[src/rtl/turfio_aurora_link_sequencer_if.sv]
// Control/status bundle between the TURFIO Aurora link sequencer and the GT/Aurora side.
// The master modport is the sequencer; the slave modport is whoever drives the status pins.
interface turfio_aurora_link_sequencer_if;
   logic       enable_i;
   logic       restart_i;
   logic       gt_clk_locked_i;
   logic       pll_not_locked_i;
   logic       channel_up_i;
   logic       pma_init_o;
   logic       bufg_gt_clr_o;
   logic       reset_pb_o;
   logic       link_up_o;
   logic [2:0] state_o;
   logic [7:0] retry_count_o;

   modport master (
      input  enable_i, restart_i, gt_clk_locked_i, pll_not_locked_i, channel_up_i,
      output pma_init_o, bufg_gt_clr_o, reset_pb_o, link_up_o, state_o, retry_count_o
   );

   modport slave (
      output enable_i, restart_i, gt_clk_locked_i, pll_not_locked_i, channel_up_i,
      input  pma_init_o, bufg_gt_clr_o, reset_pb_o, link_up_o, state_o, retry_count_o
   );
endinterface

[src/rtl/turfio_aurora_link_sequencer.sv]
// Init-clock-domain bring-up/supervision sequencer for one TURFIO Aurora link:
// PMA init, GT lock wait, BUFG_GT clear pulse, Aurora reset release, retry on failure.
module turfio_aurora_link_sequencer #(
   parameter int unsigned PMA_INIT_CYCLES = 1024,
   parameter int unsigned CLR_CYCLES      = 16,
   parameter int unsigned LOCK_TIMEOUT    = 65536,
   parameter int unsigned CHAN_TIMEOUT    = 1048576,
   parameter int unsigned CNT_W           = 21
) (
   input  logic                           init_clk_i,
   input  logic                           init_rst_n_i,
   turfio_aurora_link_sequencer_if.master link
);

   typedef enum logic [2:0] {
      StIdle     = 3'd0,
      StPmaInit  = 3'd1,
      StWaitLock = 3'd2,
      StClkClr   = 3'd3,
      StWaitClk  = 3'd4,
      StWaitChan = 3'd5,
      StRunning  = 3'd6
   } state_e;

   localparam logic [CNT_W-1:0] PmaLast  = CNT_W'(PMA_INIT_CYCLES - 1);
   localparam logic [CNT_W-1:0] ClrLast  = CNT_W'(CLR_CYCLES - 1);
   localparam logic [CNT_W-1:0] LockLast = CNT_W'(LOCK_TIMEOUT - 1);
   localparam logic [CNT_W-1:0] ChanLast = CNT_W'(CHAN_TIMEOUT - 1);

   state_e           state_q, state_d;
   logic [CNT_W-1:0] cnt_q, cnt_d;
   logic [7:0]       retry_q, retry_d;
   logic [1:0]       lock_ff, pnl_ff, chan_ff;
   logic             lock_sync, pnl_sync, chan_sync;
   logic             fail, cnt_clr;
   logic             pma_init_q, clr_q, reset_pb_q, link_up_q;
   logic             pma_init_d, clr_d, reset_pb_d, link_up_d;

   // Two-flop synchronizers for the asynchronous status inputs.
   always_ff @(posedge init_clk_i or negedge init_rst_n_i) begin
      if (!init_rst_n_i) begin
         lock_ff <= 2'b00;
         pnl_ff  <= 2'b00;
         chan_ff <= 2'b00;
      end else begin
         lock_ff <= {lock_ff[0], link.gt_clk_locked_i};
         pnl_ff  <= {pnl_ff[0], link.pll_not_locked_i};
         chan_ff <= {chan_ff[0], link.channel_up_i};
      end
   end

   assign lock_sync = lock_ff[1];
   assign pnl_sync  = pnl_ff[1];
   assign chan_sync = chan_ff[1];

   // State, counter, retry count and the registered Moore outputs.
   always_ff @(posedge init_clk_i or negedge init_rst_n_i) begin
      if (!init_rst_n_i) begin
         state_q    <= StIdle;
         cnt_q      <= '0;
         retry_q    <= 8'd0;
         pma_init_q <= 1'b1;
         clr_q      <= 1'b1;
         reset_pb_q <= 1'b1;
         link_up_q  <= 1'b0;
      end else begin
         state_q    <= state_d;
         cnt_q      <= cnt_d;
         retry_q    <= retry_d;
         pma_init_q <= pma_init_d;
         clr_q      <= clr_d;
         reset_pb_q <= reset_pb_d;
         link_up_q  <= link_up_d;
      end
   end

   always_comb begin
      state_d = state_q;
      fail    = 1'b0;
      cnt_clr = 1'b0;
      if (!link.enable_i) begin
         state_d = StIdle;
      end else if (link.restart_i) begin
         // Restart overrides any coincident failure and always restarts the count.
         state_d = StPmaInit;
         cnt_clr = 1'b1;
      end else begin
         case (state_q)
            StIdle:     state_d = StPmaInit;
            StPmaInit:  if (cnt_q == PmaLast) state_d = StWaitLock;
            StWaitLock: begin
               if (lock_sync) state_d = StClkClr;
               else if (cnt_q == LockLast) fail = 1'b1;
            end
            StClkClr:   if (cnt_q == ClrLast) state_d = StWaitClk;
            StWaitClk: begin
               if (!pnl_sync) state_d = StWaitChan;
               else if (cnt_q == LockLast) fail = 1'b1;
            end
            StWaitChan: begin
               if (chan_sync) state_d = StRunning;
               else if (!lock_sync || cnt_q == ChanLast) fail = 1'b1;
            end
            StRunning:  if (!chan_sync || !lock_sync || pnl_sync) fail = 1'b1;
            default:    state_d = StIdle;
         endcase
         if (fail) state_d = StPmaInit;
      end
      if (state_d != state_q) cnt_clr = 1'b1;
      cnt_d   = cnt_clr ? '0 : ((&cnt_q) ? cnt_q : cnt_q + 1'b1);
      retry_d = (fail && retry_q != 8'hff) ? retry_q + 8'd1 : retry_q;
   end

   // Outputs decoded from the next state so they move on the same edge as the state.
   always_comb begin
      pma_init_d = 1'b0;
      clr_d      = 1'b0;
      reset_pb_d = 1'b0;
      link_up_d  = 1'b0;
      case (state_d)
         StIdle, StPmaInit: begin
            pma_init_d = 1'b1;
            clr_d      = 1'b1;
            reset_pb_d = 1'b1;
         end
         StWaitLock, StClkClr: begin
            clr_d      = 1'b1;
            reset_pb_d = 1'b1;
         end
         StWaitClk:  reset_pb_d = 1'b1;
         StWaitChan: link_up_d  = 1'b0;
         StRunning:  link_up_d  = 1'b1;
         default: begin
            pma_init_d = 1'b1;
            clr_d      = 1'b1;
            reset_pb_d = 1'b1;
         end
      endcase
   end

   assign link.pma_init_o    = pma_init_q;
   assign link.bufg_gt_clr_o = clr_q;
   assign link.reset_pb_o    = reset_pb_q;
   assign link.link_up_o     = link_up_q;
   assign link.state_o       = state_q;
   assign link.retry_count_o = retry_q;

endmodule

[src/flat_wrapper.sv]
// flat-port wrapper written by rule: the top's interface ports become plain ports
module turfio_aurora_link_sequencer_flat 
#(
   parameter int unsigned PMA_INIT_CYCLES = 1024,
   parameter int unsigned CLR_CYCLES      = 16,
   parameter int unsigned LOCK_TIMEOUT    = 65536,
   parameter int unsigned CHAN_TIMEOUT    = 1048576,
   parameter int unsigned CNT_W           = 21
)
  (init_clk_i, init_rst_n_i, link_enable_i, link_restart_i, link_gt_clk_locked_i, link_pll_not_locked_i, link_channel_up_i, link_pma_init_o, link_bufg_gt_clr_o, link_reset_pb_o, link_link_up_o, link_state_o, link_retry_count_o);
  turfio_aurora_link_sequencer_if link_i ();
  input  logic init_clk_i;
  input  logic init_rst_n_i;
  input wire logic [$bits(link_i.enable_i)-1:0] link_enable_i;
  input wire logic [$bits(link_i.restart_i)-1:0] link_restart_i;
  input wire logic [$bits(link_i.gt_clk_locked_i)-1:0] link_gt_clk_locked_i;
  input wire logic [$bits(link_i.pll_not_locked_i)-1:0] link_pll_not_locked_i;
  input wire logic [$bits(link_i.channel_up_i)-1:0] link_channel_up_i;
  output wire logic [$bits(link_i.pma_init_o)-1:0] link_pma_init_o;
  output wire logic [$bits(link_i.bufg_gt_clr_o)-1:0] link_bufg_gt_clr_o;
  output wire logic [$bits(link_i.reset_pb_o)-1:0] link_reset_pb_o;
  output wire logic [$bits(link_i.link_up_o)-1:0] link_link_up_o;
  output wire logic [$bits(link_i.state_o)-1:0] link_state_o;
  output wire logic [$bits(link_i.retry_count_o)-1:0] link_retry_count_o;
  assign link_i.enable_i = link_enable_i;
  assign link_i.restart_i = link_restart_i;
  assign link_i.gt_clk_locked_i = link_gt_clk_locked_i;
  assign link_i.pll_not_locked_i = link_pll_not_locked_i;
  assign link_i.channel_up_i = link_channel_up_i;
  assign link_pma_init_o = link_i.pma_init_o;
  assign link_bufg_gt_clr_o = link_i.bufg_gt_clr_o;
  assign link_reset_pb_o = link_i.reset_pb_o;
  assign link_link_up_o = link_i.link_up_o;
  assign link_state_o = link_i.state_o;
  assign link_retry_count_o = link_i.retry_count_o;
  turfio_aurora_link_sequencer #(.PMA_INIT_CYCLES(PMA_INIT_CYCLES), .CLR_CYCLES(CLR_CYCLES), .LOCK_TIMEOUT(LOCK_TIMEOUT), .CHAN_TIMEOUT(CHAN_TIMEOUT), .CNT_W(CNT_W)) u_core (.init_clk_i(init_clk_i), .init_rst_n_i(init_rst_n_i), .link(link_i));
endmodule
[config.mk]
export PLATFORM = sky130hd
export DESIGN_NAME = turfio_aurora_link_sequencer_flat
export DESIGN_NICKNAME = d
export VERILOG_FILES = /design/src/rtl/turfio_aurora_link_sequencer_if.sv /design/src/rtl/turfio_aurora_link_sequencer.sv /design/src/flat_wrapper.sv
export SDC_FILE = /design/constraint.sdc
export NUM_CORES = 1
export LEC_CHECK = 0
export CAP_MARGIN = 25
export CORE_UTILIZATION = 50
export DETAILED_ROUTE_END_ITERATION = 12
export PLACE_DENSITY = 0.74
export SETUP_SLACK_MARGIN = 0.4
export SYNTH_ARGS = -nofsm -noshare
export SYNTH_HDL_FRONTEND = slang
export SYNTH_SLANG_ARGS = --single-unit
export TNS_END_PERCENT = 50
[constraint.sdc]
create_clock -name init_clk_i -period 6.12 [get_ports init_clk_i]
set_input_delay 1.224 -clock init_clk_i [delete_from_list [all_inputs] [get_ports init_clk_i]]
set_output_delay 1.224 -clock init_clk_i [all_outputs]
set_load 0.01 [all_outputs]
== Word level (Yosys, flattened, before mapping) ==
Cells that the tools add are included.
Operators by class
  add/sub/neg operators: 2
  equality and inequality tests: 18
  muxes and demuxes: 29
  reduce and logical (&&, ||, !) cells: 11
Operator list (number)
  two-way mux 21 bit: 2
  two-way mux 3 bit: 8
  adder 21 x 1 -> 21 bit (second input constant): 1
  equality test 21 x 10 -> 1 bit (second input constant): 1
  equality test 21 x 16 -> 1 bit (second input constant): 1
  equality test 21 x 20 -> 1 bit (second input constant): 1
  equality test 21 x 4 -> 1 bit (second input constant): 1
  one-hot mux 3 bit (7 select lines): 1
  AND reduction 21 bit: 1
  equality test 3 bit (second input constant): 6
  two-way mux 1 bit: 17
  equality test 3 x 2 -> 1 bit (second input constant): 4
  adder 8 x 1 -> 8 bit (second input constant): 1
  inequality test 8 bit (second input constant): 1
  OR reduction 5 bit: 1
  one-hot mux 1 bit (4 select lines): 1
  equality test 3 x 1 -> 1 bit (second input constant): 1
  zero test 3 bit: 1
  logical OR 1 bit: 3
  inequality test 3 bit: 1
  OR reduction 3 bit: 1
  zero test 1 bit: 2
  inequality test 2 x 1 -> 1 bit (second input constant): 1
  OR reduction 2 bit: 1
  logical AND 1 bit: 1
Word-level totals
  register bits after elaboration: 42
  bits of input ports: 7
  output and inout bits: 15
  logic and storage cells: 70

== Logic depth before layout (Yosys ltp) ==
Gate-level depths: netlist of the first run.
  depth after elaboration: 13
  gate-level depth with buffers: 9
  mapped depth without buffers: 8

== Worst setup path after synthesis of the first run ==
Ideal clock, no wire load.
  kind: register -> register
  start: register u_core.cnt_q[0]
  end: register u_core.cnt_q[0]
  library setup time: 0.080 ns
  arrival: 2.264 ns
  data required time: 6.040 ns
  path slack: 3.776 ns
  stages on the path, launching flop included: 10
  path buffers: 1
  period minus slack after synthesis: 2.344 ns
  path through: dfrtp_1 -> ha_1 -> and3_1 -> and3_1 -> a22o_1 -> nor2_1 -> a32oi_1 -> a211o_1 -> buf_6 -> nor3_2
On the way
  word-level cells in the longest chain between the ends: 13
  elaborated cells between the ends (all ways): 26
  classes of those cells: 1 x add/sub; 6 x eq/ne; 17 x mux; 2 x reduce/logical
RTL lines
  start: declaration: RTL line turfio_aurora_link_sequencer.sv:31  | logic [CNT_W-1:0] cnt_q, cnt_d;
  start signal: assignment: RTL line turfio_aurora_link_sequencer.sv:68  | cnt_q <= cnt_d;
  equality test 21 x 20 -> 1 bit: RTL line turfio_aurora_link_sequencer.sv:102  | else if (!lock_sync || cnt_q == ChanLast) fail = 1'b1;
  logical OR 1 bit: RTL line turfio_aurora_link_sequencer.sv:102
  two-way mux 1 bit: RTL line turfio_aurora_link_sequencer.sv:102
  two-way mux 1 bit: RTL line turfio_aurora_link_sequencer.sv:101  | if (chan_sync) state_d = StRunning;
  one-hot mux 1 bit (4 select lines): RTL line turfio_aurora_link_sequencer.sv:88  | case (state_q)
  two-way mux 1 bit: RTL line turfio_aurora_link_sequencer.sv:83  | end else if (link.restart_i) begin
  two-way mux 1 bit: RTL line turfio_aurora_link_sequencer.sv:81  | if (!link.enable_i) begin
  two-way mux 3 bit: RTL line turfio_aurora_link_sequencer.sv:107  | if (fail) state_d = StPmaInit;
  two-way mux 3 bit: RTL line turfio_aurora_link_sequencer.sv:83
  two-way mux 3 bit: RTL line turfio_aurora_link_sequencer.sv:81
  inequality test 3 bit: RTL line turfio_aurora_link_sequencer.sv:109  | if (state_d != state_q) cnt_clr = 1'b1;
  two-way mux 1 bit: RTL line turfio_aurora_link_sequencer.sv:109
  inequality test 2 x 1 -> 1 bit (no source line) or two-way mux 21 bit (tied branches)
Parallel ways exist; a longest one is shown, timed or not. The select of a mux whose other input is x is not followed.
A chain may end at the register's enable or synchronous reset.

== Worst setup path in the final report of the first run ==
  start: input link_restart_i
  end: register u_core.cnt_q[12]
On the way
  word-level cells in the longest chain between the ends: 5
  elaborated cells between the ends (all ways): 8
  classes of those cells: 2 x eq/ne; 6 x mux
RTL lines
  start: declaration: RTL line flat_wrapper.sv:15  | input wire logic [$bits(link_i.restart_i)-1:0] link_restart_i;
  two-way mux 3 bit: RTL line turfio_aurora_link_sequencer.sv:83
  two-way mux 3 bit: RTL line turfio_aurora_link_sequencer.sv:81
  inequality test 3 bit: RTL line turfio_aurora_link_sequencer.sv:109
  two-way mux 1 bit *: RTL line turfio_aurora_link_sequencer.sv:109
  inequality test 2 x 1 -> 1 bit (no source line) or two-way mux 21 bit (tied branches)
Every way passes the cells marked *; elsewhere a longest branch is shown, timed or not.

==> results.rst, run 1 <==
.. list-table::
   :header-rows: 1

   * - Metric
     - Value
   * - Required time of the critical path
     - 6260 ps
   * - Residual antenna-violating net count after detailed routing
     - 0
   * - Number of antenna diodes
     - 0
   * - Final period utilization
     - 0.539
   * - Minimum clock period after layout
     - 3300 ps
   * - Cell Int Power
     - 413 uW
   * - Maximum buffer depth of the clock tree
     - 2
   * - Leakage
     - 1.05 nW
   * - Clock transition at the registers of the reported paths
     - 80 ps
   * - Floorplan core area
     - 4410 sq um
   * - Placer congestion estimate
     - 0.834
   * - Clock root cell
     - sky130_fd_sc_hd__clkbuf_8
   * - Area share of the largest cell type after synthesis
     - 0.418
   * - Number of flops mapped to enable cells by yosys
     - 0
   * - Maximum number of pins on one net before global-route repair
     - 43
   * - Share of final-layout standard cells stronger than drive strength 1
     - 0.153
   * - RR Endpoint
     - u_core.cnt_q[12]$_DFFE_PN0P_
   * - Maximum vdd drop
     - 155 uV
   * - Die ar.
     - 4950 sq um
   * - Type of element launching the critical path
     - input pin
   * - Outcome
     - finished, final reports clean
   * - Via-to-Cell Ratio
     - 5.84
   * - Final cell area excluding filler cells
     - 2650 sq um
   * - Hold Violations, Final
     - 0
   * - Die X
     - 70.3 microns
   * - Maximum clock frequency
     - 0.303 GHz
   * - CTS Buf Count
     - 5
   * - Slew Limit Headroom
     - 0.299
   * - Actual slew at the worst max-slew pin
     - 1050 ps
   * - Mapped Avg Cell Area
     - 10.3 sq um
   * - Setup repair after global routing missed its margin
     - no
   * - Number of pins exceeding their max-slew limit in the final report
     - 0
   * - Total via count after detailed routing
     - 1752
   * - IO Count
     - 22
   * - Setup violation total in the final timing report
     - 0
   * - Total power divided by cell area
     - 199 nW/um^2
   * - Main flop type after synthesis
     - sky130_fd_sc_hd__dfrtp_1
   * - Sw Ratio
     - 0.217
   * - Category of the worst setup path capture point
     - flop
   * - Clock latency on the worst-skew pair
     - 300 ps
   * - Port-buffer cells
     - 21
   * - Synth Instances
     - 227
   * - Dpl cell area
     - 2540 sq um
   * - Part of the Yosys area used for sequential elements
     - 0.452
   * - Initial Utilization
     - 0.529
   * - P_sw
     - 114 uW
   * - Die H
     - 70.3 microns
   * - Global-route wire length before repair
     - 7950 microns
   * - Total GRT Usage
     - 0.204
   * - Worst Reg-to-Reg Cells
     - 7
   * - Most frequent cells after synthesis
     - sky130_fd_sc_hd__dfrtp_1, sky130_fd_sc_hd__nor3_2, sky130_fd_sc_hd__nand2_1
   * - Hold-fix buffers at CTS
     - 0
   * - Power share of the sequential group
     - 0.544
   * - Overall overflow remaining after global route
     - 0
   * - Combined area of all synthesized cells
     - 2330 sq um
   * - Reg-to-Reg Start
     - u_core.link.state_o[0]$_DFF_PN0_
   * - Number of DRC markers after the initial detailed-route iteration
     - 176
   * - Synth unique cells
     - 53
   * - FP Rows
     - 24
   * - Clock share of power
     - 0.405
   * - Half-perimeter wire length after placement
     - 3150 microns
   * - Max-capacitance violation count
     - 0
   * - Setup fix buffers added after clock tree synthesis
     - 0
   * - Vias in the first global route
     - 1724
   * - Aggregate routed wire length
     - 4550 microns
   * - Type of the worst setup path
     - input pin to flop
   * - Min-Delay Startpoint
     - u_core.chan_ff[0]$_DFF_PN0_
   * - Average routed wire per standard cell
     - 15.2 microns
   * - FF+latch count, synth
     - 42
   * - CP endpoint
     - u_core.cnt_q[12]$_DFFE_PN0P_
   * - Part of the power in combinational logic
     - 0.051
   * - Cell types with the largest area share after synthesis
     - sky130_fd_sc_hd__dfrtp_1, sky130_fd_sc_hd__nor3_2, sky130_fd_sc_hd__xnor2_1
   * - Post_cts resized
     - 0
   * - Arrival time at the worst endpoint
     - 3440 ps
   * - CP startpoint
     - link_restart_i
   * - Classification of the worst-slack hold path
     - flop to flop
   * - Register-to-register path setup slack
     - 2970 ps
   * - Max Clock Skew
     - 12.0 ps
   * - Number of antenna violations at the first check in global routing
     - 0
   * - Area overhead of the layout relative to synthesis
     - 13.5%
   * - Cell taking the most area after synthesis
     - sky130_fd_sc_hd__dfrtp_1
   * - DRC viols
     - 0
   * - Cell with the most instances after synthesis
     - sky130_fd_sc_hd__dfrtp_1
   * - Async SR Flop Fraction
     - 1.00
   * - Yosys synthesis warning count
     - 0
   * - Biggest fanout along the worst timing path
     - 21
   * - Count of TritonRoute iterations in the first routing pass
     - 5
   * - Number of nets in the layout
     - 256
   * - H-tree depth
     - 2
   * - Syn_nets
     - 236
   * - Post-Route Setup TNS
     - 0 ps
   * - # clock sinks
     - 42
   * - Clock tree from TritonCTS
     - built
## metal layers
layer | GRT usage | up-vias | routed length (microns)
li1 | - | 859 | -
met1 | 0.273 | 843 | 2110
met2 | 0.329 | 44 | 2180
met3 | 0.0447 | 6 | 201
met4 | 0.0667 | 0 | 65
met5 | 0 | - | 0
## area by class of cell
cell class	count	area [sq um]
tap	52	65.1
multi-input combinational	168	1180
timing repair buffer	22	213
fill	365	1770
inverter	8	30.0
clock buffer	7	76.3
clock inverter	1	30.0
sequential	42	1050
## critical path: stages
cell	delay, ps
sky130_fd_sc_hd__clkdlybuf4s50_1	500
sky130_fd_sc_hd__a221oi_1	270
sky130_fd_sc_hd__nand4b_1	230
sky130_fd_sc_hd__a32oi_1	230
sky130_fd_sc_hd__a211o_1	830
sky130_fd_sc_hd__nor4_1	150
## how the worst min path moves through the flow
stage | slack [ps] | end | cells after the start
floorplan | 330 | u_core.chan_ff[1]$_DFF_PN0_ | 0
global placement | 330 | u_core.pnl_ff[1]$_DFF_PN0_ | 0
detailed placement | 330 | u_core.chan_ff[1]$_DFF_PN0_ | 0
CTS | 350 | u_core.chan_ff[1]$_DFF_PN0_ | 0
global route | 370 | u_core.pnl_ff[1]$_DFF_PN0_ | 0
finish | 350 | u_core.chan_ff[1]$_DFF_PN0_ | 0
## sequential cells by signal, summed over array words and instances, names as in the netlist
signal and cells:
u_core.chan_ff 2, u_core.cnt_q 21, u_core.link.bufg_gt_clr_o 1, u_core.link.link_up_o 1, u_core.link.pma_init_o 1, u_core.link.reset_pb_o 1, u_core.link.retry_count_o 8, u_core.link.state_o 3
u_core.lock_ff 2, u_core.pnl_ff 2
## kinds of logic after synthesis
kind of cell	synth area share
AOI/OAI and AO/OA	0.0820
buffers and inverters	0.0429
and+or+nand+nor	0.310
muxes	0.0134
DFF	0.452
adders and majority gates	0.0107
xor gates and xnor gates	0.0895
## cell usage in the layout (no fill, tap or decap), types with 2 or more instances in the layout
| master | instances |
|---|---|
| sky130_fd_sc_hd__nor3_1 | 8 |
| sky130_fd_sc_hd__o21ai_0 | 8 |
| sky130_fd_sc_hd__clkbuf_1 | 2 |
| sky130_fd_sc_hd__dfstp_2 | 3 |
| sky130_fd_sc_hd__nand3_1 | 11 |
| sky130_fd_sc_hd__ha_1 | 2 |
| sky130_fd_sc_hd__nor3_2 | 20 |
| sky130_fd_sc_hd__a31oi_1 | 2 |
| sky130_fd_sc_hd__dfrtp_1 | 39 |
| sky130_fd_sc_hd__nand4b_1 | 3 |
| sky130_fd_sc_hd__mux2i_1 | 2 |
| sky130_fd_sc_hd__and3_1 | 5 |
| sky130_fd_sc_hd__nor2b_1 | 2 |
| sky130_fd_sc_hd__nand3_2 | 3 |
| sky130_fd_sc_hd__nand4_1 | 8 |
| sky130_fd_sc_hd__inv_1 | 8 |
| sky130_fd_sc_hd__and2_1 | 2 |
| sky130_fd_sc_hd__xnor2_1 | 13 |
| sky130_fd_sc_hd__clkbuf_8 | 5 |
| sky130_fd_sc_hd__clkdlybuf4s50_1 | 20 |
| sky130_fd_sc_hd__xor2_1 | 9 |
| sky130_fd_sc_hd__o211ai_1 | 2 |
| sky130_fd_sc_hd__nor4_1 | 5 |
| sky130_fd_sc_hd__nor2_1 | 12 |
| sky130_fd_sc_hd__a21oi_1 | 6 |
| sky130_fd_sc_hd__nand2_1 | 18 |
| sky130_fd_sc_hd__nand3b_1 | 2 |
## power groups by stage
stage / sequential, mW / combinational [mW] / clock (mW)
CTS: 0.286 / 0.0273 / 0.219
global route: 0.287 / 0.0303 / 0.231
finish: 0.287 / 0.0267 / 0.214
detailed placement: 0.292 / 0.0273 / 0
global placement: 0.292 / 0.0268 / 0
floorplan: 0.290 / 0.0179 / 0
## stage by stage
| step | hold slack [ps] | instances | utilization | power [mW] | worst slack [ps] |
|---|---|---|---|---|---|
| 2_1_floorplan | 331 | 227 | - | 0.308 | 3780 |
| 3_3_place_gp | 334 | 292 | 0.576 | 0.318 | 2620 |
| 3_5_place_dp | 335 | 292 | 0.576 | 0.319 | 2490 |
| 4_1_cts | 353 | 300 | 0.600 | 0.533 | 2820 |
| 5_1_grt | 374 | 300 | 0.600 | 0.548 | 2700 |
| 6_report | 352 | 300 | 0.600 | 0.527 | 2820 |
No activity file was read; power rests on OpenSTA's default activity.
==> run 2: changes to the inputs <==
--- a/config.mk
+++ b/config.mk
@@ -8,7 +8,7 @@
 export CAP_MARGIN = 25
 export CORE_UTILIZATION = 50
 export DETAILED_ROUTE_END_ITERATION = 12
-export PLACE_DENSITY = 0.74
+export PLACE_DENSITY = 0.77
 export SETUP_SLACK_MARGIN = 0.4
 export SYNTH_ARGS = -nofsm -noshare
 export SYNTH_HDL_FRONTEND = slang
==> constraint.sdc (replaced) <==
create_clock -name init_clk_i -period 2.7 [get_ports init_clk_i]
set_input_delay 0.54 -clock init_clk_i [delete_from_list [all_inputs] [get_ports init_clk_i]]
set_output_delay 0.54 -clock init_clk_i [all_outputs]
set_load 0.01 [all_outputs]
==> run 2 against run 1 <==
  * Count of clock-buffer cells in the layout decreased by 1
  * Sequential power increased by 130%
  * Sequential share of layout area decreased by 5.8 points
  * Critical path depth increased by 2
  * Combinational power increased to 3.5 times the previous value
  * Utilization increased by 11 points
  * Power increased by 120%
  * Critical path type is now flop to flop
  * Die area unchanged
==> results.rst, run 2 (same netlist as run 1, synthesis figures left out) <==
.. list-table::
   :header-rows: 1

   * - Metric
     - Value
   * - Slew Limit Headroom
     - 0.557
   * - Clock transition at the registers of the reported paths
     - 90 ps
   * - Hold-fix buffers at CTS
     - 0
   * - Setup violation total in the final timing report
     - 0
   * - Reg-to-Reg Start
     - u_core.cnt_q[20]$_DFFE_PN0P_
   * - Maximum clock frequency
     - 0.420 GHz
   * - Total via count after detailed routing
     - 2005
   * - Busiest metal layer after global routing
     - met2
   * - Clock share of power
     - 0.354
   * - Count of TritonRoute iterations in the first routing pass
     - 4
   * - Type of element launching the critical path
     - flop
   * - Number of DRC markers after the initial detailed-route iteration
     - 138
   * - P_sw
     - 285 uW
   * - Power share of the sequential group
     - 0.564
   * - Met2 usage in global routing
     - 0.353
   * - Die ar.
     - 4950 sq um
   * - Vias in the first global route
     - 1805
   * - Total GRT Usage
     - 0.217
   * - Most common cell after layout, fill and taps aside
     - sky130_fd_sc_hd__dfrtp_1
   * - Half-perimeter wire length after placement
     - 3330 microns
   * - H-tree depth
     - 2
   * - Total power divided by cell area
     - 365 nW/um^2
   * - Met1 track demand over resource
     - 0.290
   * - Met3 track demand over resource in global routing
     - 0.0418
   * - FP Rows
     - 24
   * - Largest register by flop count
     - u_core.cnt_q
   * - Outcome
     - finished, final reports clean
   * - Clock root cell
     - sky130_fd_sc_hd__clkbuf_8
   * - Floorplan core area
     - 4410 sq um
   * - Initial Utilization
     - 0.529
   * - Number of antenna violations at the first check in global routing
     - 0
   * - Maximum buffer depth of the clock tree
     - 2
   * - Biggest fanout along the worst timing path
     - 8
   * - Required time of the critical path
     - 2910 ps
   * - Number of pins exceeding their max-slew limit in the final report
     - 0
   * - Register-to-register path setup slack
     - 320 ps
   * - Overall overflow remaining after global route
     - 0
   * - Share of final-layout standard cells stronger than drive strength 1
     - 0.338
   * - Category of the worst setup path capture point
     - flop
   * - Minimum clock period after layout
     - 2380 ps
   * - Final period utilization
     - 0.882
   * - Leakage
     - 1.24 nW
   * - IO Count
     - 22
   * - Placed Instances
     - 301
   * - Hold Violations, Final
     - 0
   * - Hold Slack
     - 7.86 ps
   * - Arrival time at the worst endpoint
     - 2600 ps
   * - Actual slew at the worst max-slew pin
     - 660 ps
   * - Via-to-Cell Ratio
     - 6.08
   * - RR Endpoint
     - u_core.cnt_q[4]$_DFFE_PN0P_
   * - DRC viols
     - 0
   * - Maximum vdd drop
     - 268 uV
   * - Setup repair after global routing missed its margin
     - yes
   * - Type of the worst setup path
     - flop to flop
   * - Number of antenna diodes
     - 0
   * - Largest register FFs
     - 21
   * - Number of nets in the layout
     - 286
   * - Max Clock Skew
     - 16.5 ps
   * - Die H
     - 70.3 microns
   * - Residual antenna-violating net count after detailed routing
     - 0
   * - Maximum number of pins on one net before global-route repair
     - 43
   * - Post-Place Setup Slack
     - 189 ps
   * - Post-route core utilization
     - 0.710
   * - Post-Route Setup TNS
     - 0 ps
   * - CP startpoint
     - u_core.cnt_q[20]$_DFFE_PN0P_
   * - Max-capacitance violation count
     - 0
   * - Area overhead of the layout relative to synthesis
     - 34.2%
   * - Global-route wire length before repair
     - 8400 microns
   * - Most frequent cells in the layout
     - sky130_fd_sc_hd__dfrtp_1, sky130_fd_sc_hd__buf_4, sky130_fd_sc_hd__clkdlybuf4s50_1, sky130_fd_sc_hd__nand2_1, sky130_fd_sc_hd__nor3_2
   * - Worst Reg-to-Reg Cells
     - 8
   * - Clock tree from TritonCTS
     - built
   * - Part of the power in combinational logic
     - 0.083
   * - Average routed wire per standard cell
     - 17.4 microns
   * - Sw Ratio
     - 0.249
   * - Non-filler instance count after layout
     - 330
   * - # clock sinks
     - 42
   * - CTS Buf Count
     - 5
   * - Cell Int Power
     - 861 uW
   * - Clock latency on the worst-skew pair
     - 310 ps
   * - Aggregate routed wire length
     - 5750 microns
   * - Layout fillers
     - 296
   * - Die X
     - 70.3 microns
   * - Port-buffer cells
     - 21
   * - Placer congestion estimate
     - 0.936
   * - Classification of the worst-slack hold path
     - input pin to async pin
   * - CP endpoint
     - u_core.cnt_q[4]$_DFFE_PN0P_
   * - Final WS setup
     - 318 ps
==> run 2: cell count changes in the layout (fill, tap and decap cells not counted), sizes merged <==
cell,change
clkbuf,+1
buf,+28
bufinv,-1
clkinv,+2
==> run 2: worst min path at each step <==
stage                     slack (ps)                           to
final                              8  u_core.chan_ff[1]$_DFF_PN0_
after global routing               7  u_core.chan_ff[1]$_DFF_PN0_
after CTS                        350   u_core.pnl_ff[1]$_DFF_PN0_
after detailed placement         340   u_core.pnl_ff[1]$_DFF_PN0_
after global placement           330  u_core.chan_ff[1]$_DFF_PN0_
after floorplan                  240  u_core.chan_ff[0]$_DFF_PN0_
==> run 2: power by group through the flow <==
stage	clock network [mW]	logic [mW]	registers, mW
3_3_place_gp	0	0.0726	0.658
6_report	0.405	0.0947	0.646
2_1_floorplan	0	0.0406	0.657
3_5_place_dp	0	0.0728	0.659
5_1_grt	0.429	0.103	0.646
4_1_cts	0.411	0.0830	0.645
==> run 2: metal layers <==
layer | share of wire | up-vias
li1 | - | 926
met1 | 0.44 | 996
met2 | 0.47 | 67
met3 | 0.050 | 16
met4 | 0.033 | 0
met5 | 0 | -
==> run 2: cell type report <==
| type | count | area [sq um] | area share |
|---|---|---|---|
| clock buffers | 6 | 72.6 | 0.0232 |
| clock inverters | 2 | 13.8 | 0.00439 |
| inverters | 8 | 30.0 | 0.00958 |
| multi-input cells | 168 | 1360 | 0.435 |
| flip-flops and latches | 42 | 1060 | 0.340 |
| well taps | 52 | 65.1 | 0.0208 |
| repair buffers | 52 | 526 | 0.168 |
==> run 2: through the flow <==
| stage | cell area (sq um) | total power [mW] |
|---|---|---|
| after floorplan | 2340 | 0.697 |
| after global routing | 3130 | 1.18 |
| final | 3130 | 1.15 |
| after global placement | 2630 | 0.731 |
| after CTS | 2810 | 1.14 |
| after detailed placement | 2630 | 0.732 |
==> run 2: timing repair <==
| action | in CTS | in global routing |
|---|---|---|
| cloned | 0 | 4 |
| endpoints found under the setup margin | 26 | 28 |
| pin swaps | 4 | 13 |
| gates resized for setup | 16 | 29 |
| setup buffers | 3 | 13 |
==> run 2: critical path: stages (launching register included) <==
cell and delay [ps]:
sky130_fd_sc_hd__dfrtp_1 430, sky130_fd_sc_hd__nand4b_1 280, sky130_fd_sc_hd__nor4_4 450, sky130_fd_sc_hd__a221oi_1 130, sky130_fd_sc_hd__nand4b_1 160, sky130_fd_sc_hd__a32oi_1 70
sky130_fd_sc_hd__a211o_2 420, sky130_fd_sc_hd__buf_8 180, sky130_fd_sc_hd__nor3_2 170
==> RTL edit 1 (settings of run 2) <==
`CNT_W` is set to 21 in 2 places; all go to 42.
--- a/src/rtl/turfio_aurora_link_sequencer.sv
+++ b/src/rtl/turfio_aurora_link_sequencer.sv
@@ -6,5 +6,5 @@
    parameter int unsigned LOCK_TIMEOUT    = 65536,
    parameter int unsigned CHAN_TIMEOUT    = 1048576,
-   parameter int unsigned CNT_W           = 21
+   parameter int unsigned CNT_W           = 42
 ) (
    input  logic                           init_clk_i,
--- a/src/flat_wrapper.sv
+++ b/src/flat_wrapper.sv
@@ -6,5 +6,5 @@
    parameter int unsigned LOCK_TIMEOUT    = 65536,
    parameter int unsigned CHAN_TIMEOUT    = 1048576,
-   parameter int unsigned CNT_W           = 21
+   parameter int unsigned CNT_W           = 42
 )
   (init_clk_i, init_rst_n_i, link_enable_i, link_restart_i, link_gt_clk_locked_i, link_pll_not_locked_i, link_channel_up_i, link_pma_init_o, link_bufg_gt_clr_o, link_reset_pb_o, link_link_up_o, link_state_o, link_retry_count_o);
Formal check against the unedited RTL: no difference found for any inputs over 10 cycles, from zero or initial values and one cycle with init_rst_n_i low; that may be too few to reach the edited logic, so the function may still have changed.
==> RTL edit 1 against run 2 <==
- sequential power increased by 49%
- global-route usage increased by 1.7 points
- routed wire length increased by 33%
- fmax decreased by 11%
- critical endpoint is now u_core.cnt_q[8]
- setup slack got worse by 0.29 ns
- design area increased by 34%
- total power increased by 63%
- sequential cell count increased by 21
- area after synthesis increased by 45%
==> RTL edit 1: results <==
# TYPE chip_impl_metric gauge
chip_impl_info{name="result_of_the_run",value="completed"} 1
chip_impl_metric{name="first_global_vias",unit=""} 2652
chip_impl_metric{name="drt_iter0_drc",unit=""} 231
chip_impl_metric{name="worstMarginPinSlew",unit="ns"} 0.733
chip_impl_info{name="post_synth_main_area_contributors",value="dfrtp_1, xor2_1, xnor2_1"} 1
chip_impl_metric{name="numCtsBuffers",unit=""} 9
chip_impl_info{name="commonest_cells_post_synth",value="dfrtp_1, nor2_1, xor2_1"} 1
chip_impl_metric{name="clk_path_buf_depth",unit=""} 2
chip_impl_metric{name="critical_path_peak_fanout",unit=""} 10
chip_impl_metric{name="antenna_cells",unit=""} 0
chip_impl_metric{name="grt_util_all_layers",unit=""} 0.234
chip_impl_metric{name="met2_usage",unit=""} 0.350
chip_impl_metric{name="synth_seq_area_share",unit=""} 0.466
chip_impl_metric{name="synth_enable_flop_cells",unit=""} 0
chip_impl_metric{name="routabilityCongestion",unit=""} 0.954
chip_impl_metric{name="number_of_vias_per_cell",unit=""} 5.73
chip_impl_metric{name="final_layout_size_suffix_gt1_frac",unit=""} 0.231
chip_impl_metric{name="dp.final_hpwl",unit="um"} 5320
chip_impl_metric{name="synth-xor-area-share",unit=""} 0.116
chip_impl_metric{name="dpl_cell_area",unit="mm^2"} 0.00392
chip_impl_metric{name="htree_levels",unit=""} 3
chip_impl_metric{name="fraction_of_met3_tracks_used_by_global_routing",unit=""} 0.0590
chip_impl_metric{name="use_met1",unit=""} 0.324
chip_impl_metric{name="synth.mux.area_fraction",unit=""} 0.0122
chip_impl_metric{name="syn-num-nets",unit=""} 350
chip_impl_metric{name="clkTransAtPathRegs",unit="ns"} 0.07
chip_impl_metric{name="largest_reg_flops",unit=""} 42
chip_impl_metric{name="final.setup_skew",unit="ns"} 0.00967
chip_impl_metric{name="drt-wirelength-per-cell",unit="um"} 16.0
chip_impl_metric{name="grt_start_max_net_pins",unit=""} 27
chip_impl_info{name="min-delay-path-class",value="primary input to async pin"} 1
chip_impl_metric{name="insertion_delay",unit="ns"} 0.35
chip_impl_metric{name="nNetsFinal",unit=""} 407
chip_impl_metric{name="grt_pass1_wl",unit="um"} 12800
chip_impl_metric{name="synth-compound-area-share",unit=""} 0.0591
chip_impl_metric{name="synthAdderAreaFrac",unit=""} 0.00738
chip_impl_metric{name="worst_r2r_path_depth",unit=""} 8
chip_impl_metric{name="power.leakage",unit="nW"} 1.75
chip_impl_metric{name="power.ir.vdd_worst",unit="mV"} 0.368
RTL edit 1: power by group:
| group | internal [mW] | switching [mW] | total, mW |
|---|---|---|---|
| Sequential | 0.954 | 0.0104 | 0.964 |
| Combinational | 0.0550 | 0.0701 | 0.125 |
| Clock | 0.420 | 0.352 | 0.772 |
| Total | 1.43 | 0.433 | 1.86 |
RTL edit 1: logic make-up (layout without fill, tap and decap cells):
logic type / Yosys count / in the layout
multiplexers: 4 / 4
AND/OR/NAND/NOR: 181 / 181
AO/OA/AOI/OAI: 25 / 25
XOR/XNOR: 45 / 45
buffers and inverters: 21 / 83
flip-flops: 63 / 63
adder cells (fa/ha/maj): 2 / 2
RTL edit 1: worst max-delay path: stages (launching register included):
cell	delay [ns]
dfrtp_1	0.41
or4_4	0.56
nor4_4	0.33
nand3_2	0.11
a221o_1	0.36
and3_4	0.19
o2111ai_4	0.31
clkbuf_16	0.25
nor2_1	0.05
RTL edit 1: routing by layer:
metal | share of wire | up-vias
li1 | - | 1319
met1 | 0.46 | 1338
met5 | 0 | -
met3 | 0.048 | 13
met2 | 0.48 | 80
met4 | 0.016 | 0
RTL edit 1: stage by stage:
step | worst slack (ns) | std cells
after global placement | 0.0989 | 461
after global routing | -0.0850 | 480
after floorplan | 0.172 | 341
after CTS | 0.0458 | 477
after detailed placement | 0.0532 | 461
final | 0.0287 | 480
RTL edit 1: cell type report:
| type | count | area, um^2 |
|---|---|---|
| clock buffer | 11 | 131 |
| clock inverter | 5 | 50.0 |
| fill | 519 | 2270 |
| inverter | 9 | 33.8 |
| multi-input combinational | 257 | 1770 |
| sequential | 63 | 1580 |
| tap | 77 | 96.3 |
| timing repair buffer | 58 | 529 |
RTL edit 1: timing repair:
| action | CTS | global route |
|---|---|---|
| pin swaps | 0 | 2 |
| setup buffers | 0 | 2 |
| hold buffers | 0 | 0 |
| gates resized for setup | 2 | 7 |
| gates cloned | 0 | 1 |
| endpoints found under the setup margin | 50 | 54 |
RTL edit 1: worst paths after layout:
path,end,startpoint,slack [ns]
hold / removal,u_core.link.retry_count_o[3],init_rst_n_i,0.1
setup / recovery,u_core.cnt_q[8],u_core.cnt_q[30],0.03
setup reg to reg,u_core.cnt_q[8],u_core.cnt_q[30],0.03
min in group init_clk_i,u_core.lock_ff[1],u_core.lock_ff[0],0.35
hold reg to reg,u_core.lock_ff[1],u_core.lock_ff[0],0.35
max in group asynchronous,u_core.link.bufg_gt_clr_o,init_rst_n_i,1.92
==> RTL edit 2 (settings of run 2) <==
Made on the original files. Make the reset (`init_rst_n_i`) synchronous in 2 clocked blocks. Comments in the files are not updated.
--- a/src/rtl/turfio_aurora_link_sequencer.sv
+++ b/src/rtl/turfio_aurora_link_sequencer.sv
@@ -38,5 +38,5 @@
 
    // Two-flop synchronizers for the asynchronous status inputs.
-   always_ff @(posedge init_clk_i or negedge init_rst_n_i) begin
+   always_ff @(posedge init_clk_i) begin
       if (!init_rst_n_i) begin
          lock_ff <= 2'b00;
@@ -55,5 +55,5 @@
 
    // State, counter, retry count and the registered Moore outputs.
-   always_ff @(posedge init_clk_i or negedge init_rst_n_i) begin
+   always_ff @(posedge init_clk_i) begin
       if (!init_rst_n_i) begin
          state_q    <= StIdle;
Formal check against the unedited RTL: differs if init_rst_n_i is asserted again (counterexample within 4 cycles, from zero or initial values and one cycle with init_rst_n_i low); with init_rst_n_i held inactive, the same outputs for 10 cycles.
==> RTL edit 2 against run 2 <==
- total power up 4.1%
- routed wire length grew 4.7%
- critical path depth decreased by 1
- design area fell by 1.1%
- area after synthesis fell by 7.7%
- largest power group unchanged
- setup slack lost 0.022 ns
- via count up 5.7%
- sequential cell count unchanged
- largest cell class unchanged
- first-iteration DRC count is 45% higher
==> RTL edit 2: results <==
# TYPE chip_impl_metric gauge
chip_impl_info{name="commonest_cells_post_synth",value="dfxtp_1, nor4_1, and2_1, nand2_1, xnor2_1"} 1
chip_impl_metric{name="syn-num-nets",unit=""} 256
chip_impl_info{name="post_synth_main_area_contributors",value="dfxtp_1, nor4_1, xnor2_1"} 1
chip_impl_metric{name="drt_iter0_drc",unit=""} 200
chip_impl_metric{name="grt_pass1_wl",unit="um"} 8850
chip_impl_metric{name="slew-limit-headroom",unit=""} 0.642
chip_impl_metric{name="dpl_cell_area",unit="mm^2"} 0.00246
chip_impl_metric{name="power.ir.vdd_worst",unit="mV"} 0.480
chip_impl_info{name="ys_dominant_reg_cell",value="dfxtp_1"} 1
chip_impl_metric{name="final_cells",unit=""} 338
chip_impl_metric{name="dp_worst_slack",unit="ns"} 0.190
chip_impl_metric{name="grt_start_max_net_pins",unit=""} 22
chip_impl_metric{name="drt-wirelength-per-cell",unit="um"} 17.8
chip_impl_info{name="timing.critical_path.slowest_stage_cell",value="a2111oi_0"} 1
chip_impl_metric{name="route.vias.total",unit=""} 2119
chip_impl_metric{name="routed_met2_length",unit="um"} 2920
chip_impl_metric{name="routabilityCongestion",unit=""} 0.876
chip_impl_metric{name="fin_hold_ws",unit="ns"} 0.451
chip_impl_metric{name="synth.avg_cell_area",unit="um^2"} 8.73
chip_impl_metric{name="synth_seq_area_share",unit=""} 0.390
chip_impl_metric{name="met3_routed_wirelength",unit="um"} 370
chip_impl_metric{name="critical_path_peak_fanout",unit=""} 6
chip_impl_metric{name="yosysUniqueCellTypes",unit=""} 44
chip_impl_metric{name="met2_usage",unit=""} 0.421
chip_impl_metric{name="nNetsFinal",unit=""} 296
chip_impl_metric{name="placed_cells",unit=""} 315
chip_impl_metric{name="fraction_of_met3_tracks_used_by_global_routing",unit=""} 0.0642
chip_impl_info{name="result_of_the_run",value="completed"} 1
chip_impl_metric{name="met1Wirelength",unit="um"} 2470
chip_impl_metric{name="final.setup_skew",unit="ns"} 0.00797
chip_impl_metric{name="cts_repair_resize_count",unit=""} 47
chip_impl_metric{name="use_met1",unit=""} 0.334
RTL edit 2: changes by cell type in the layout (fill, tap and decap cells not counted), moves of 8 or more:
| cell | before | now |
|---|---|---|
| nor3_2 | 16 | 0 |
| buf_4 | 23 | 15 |
| dfrtp_1 | 31 | 0 |
| dfrtp_2 | 8 | 0 |
| and2_1 | 2 | 15 |
| dfxtp_1 | 0 | 33 |
| nor4_2 | 1 | 12 |
RTL edit 2: where the power goes:
part | internal (mW) | total [mW] | leakage, nW | switching [mW]
registers | 0.622 | 0.628 | 0.346 | 0.00543
logic | 0.0337 | 0.0755 | 0.716 | 0.0418
clock network | 0.272 | 0.490 | 0.0579 | 0.218
total | 0.928 | 1.19 | 1.12 | 0.265
RTL edit 2: final cells by class:
class	instances	area [um^2]
multi-input combinational	184	1550
timing repair buffer	45	484
clock inverter	3	40.0
inverter	9	33.8
clock buffer	5	68.8
tap	50	62.6
fill	232	958
sequential	42	865
RTL edit 2: cell families (layout without fill, tap and decap cells):
family | Yosys count | count (layout) | share of synthesized area
AO/OA/AOI/OAI | 39 | 39 | 0.124
AND/OR/NAND/NOR | 116 | 116 | 0.316
multiplexers | 5 | 5 | 0.0232
buffers and inverters | 21 | 62 | 0.0458
flip-flops | 42 | 42 | 0.390
XOR/XNOR | 22 | 22 | 0.0894
adder cells (fa/ha/maj) | 2 | 2 | 0.0116
RTL edit 2: final timing paths:
check,from,to,depth (start not counted)
setup / recovery,u_core.cnt_q[5],u_core.cnt_q[19],7
hold / removal,u_core.pnl_ff[0],u_core.pnl_ff[1],1
setup reg to reg,u_core.cnt_q[5],u_core.cnt_q[19],7
hold reg to reg,u_core.pnl_ff[0],u_core.pnl_ff[1],1
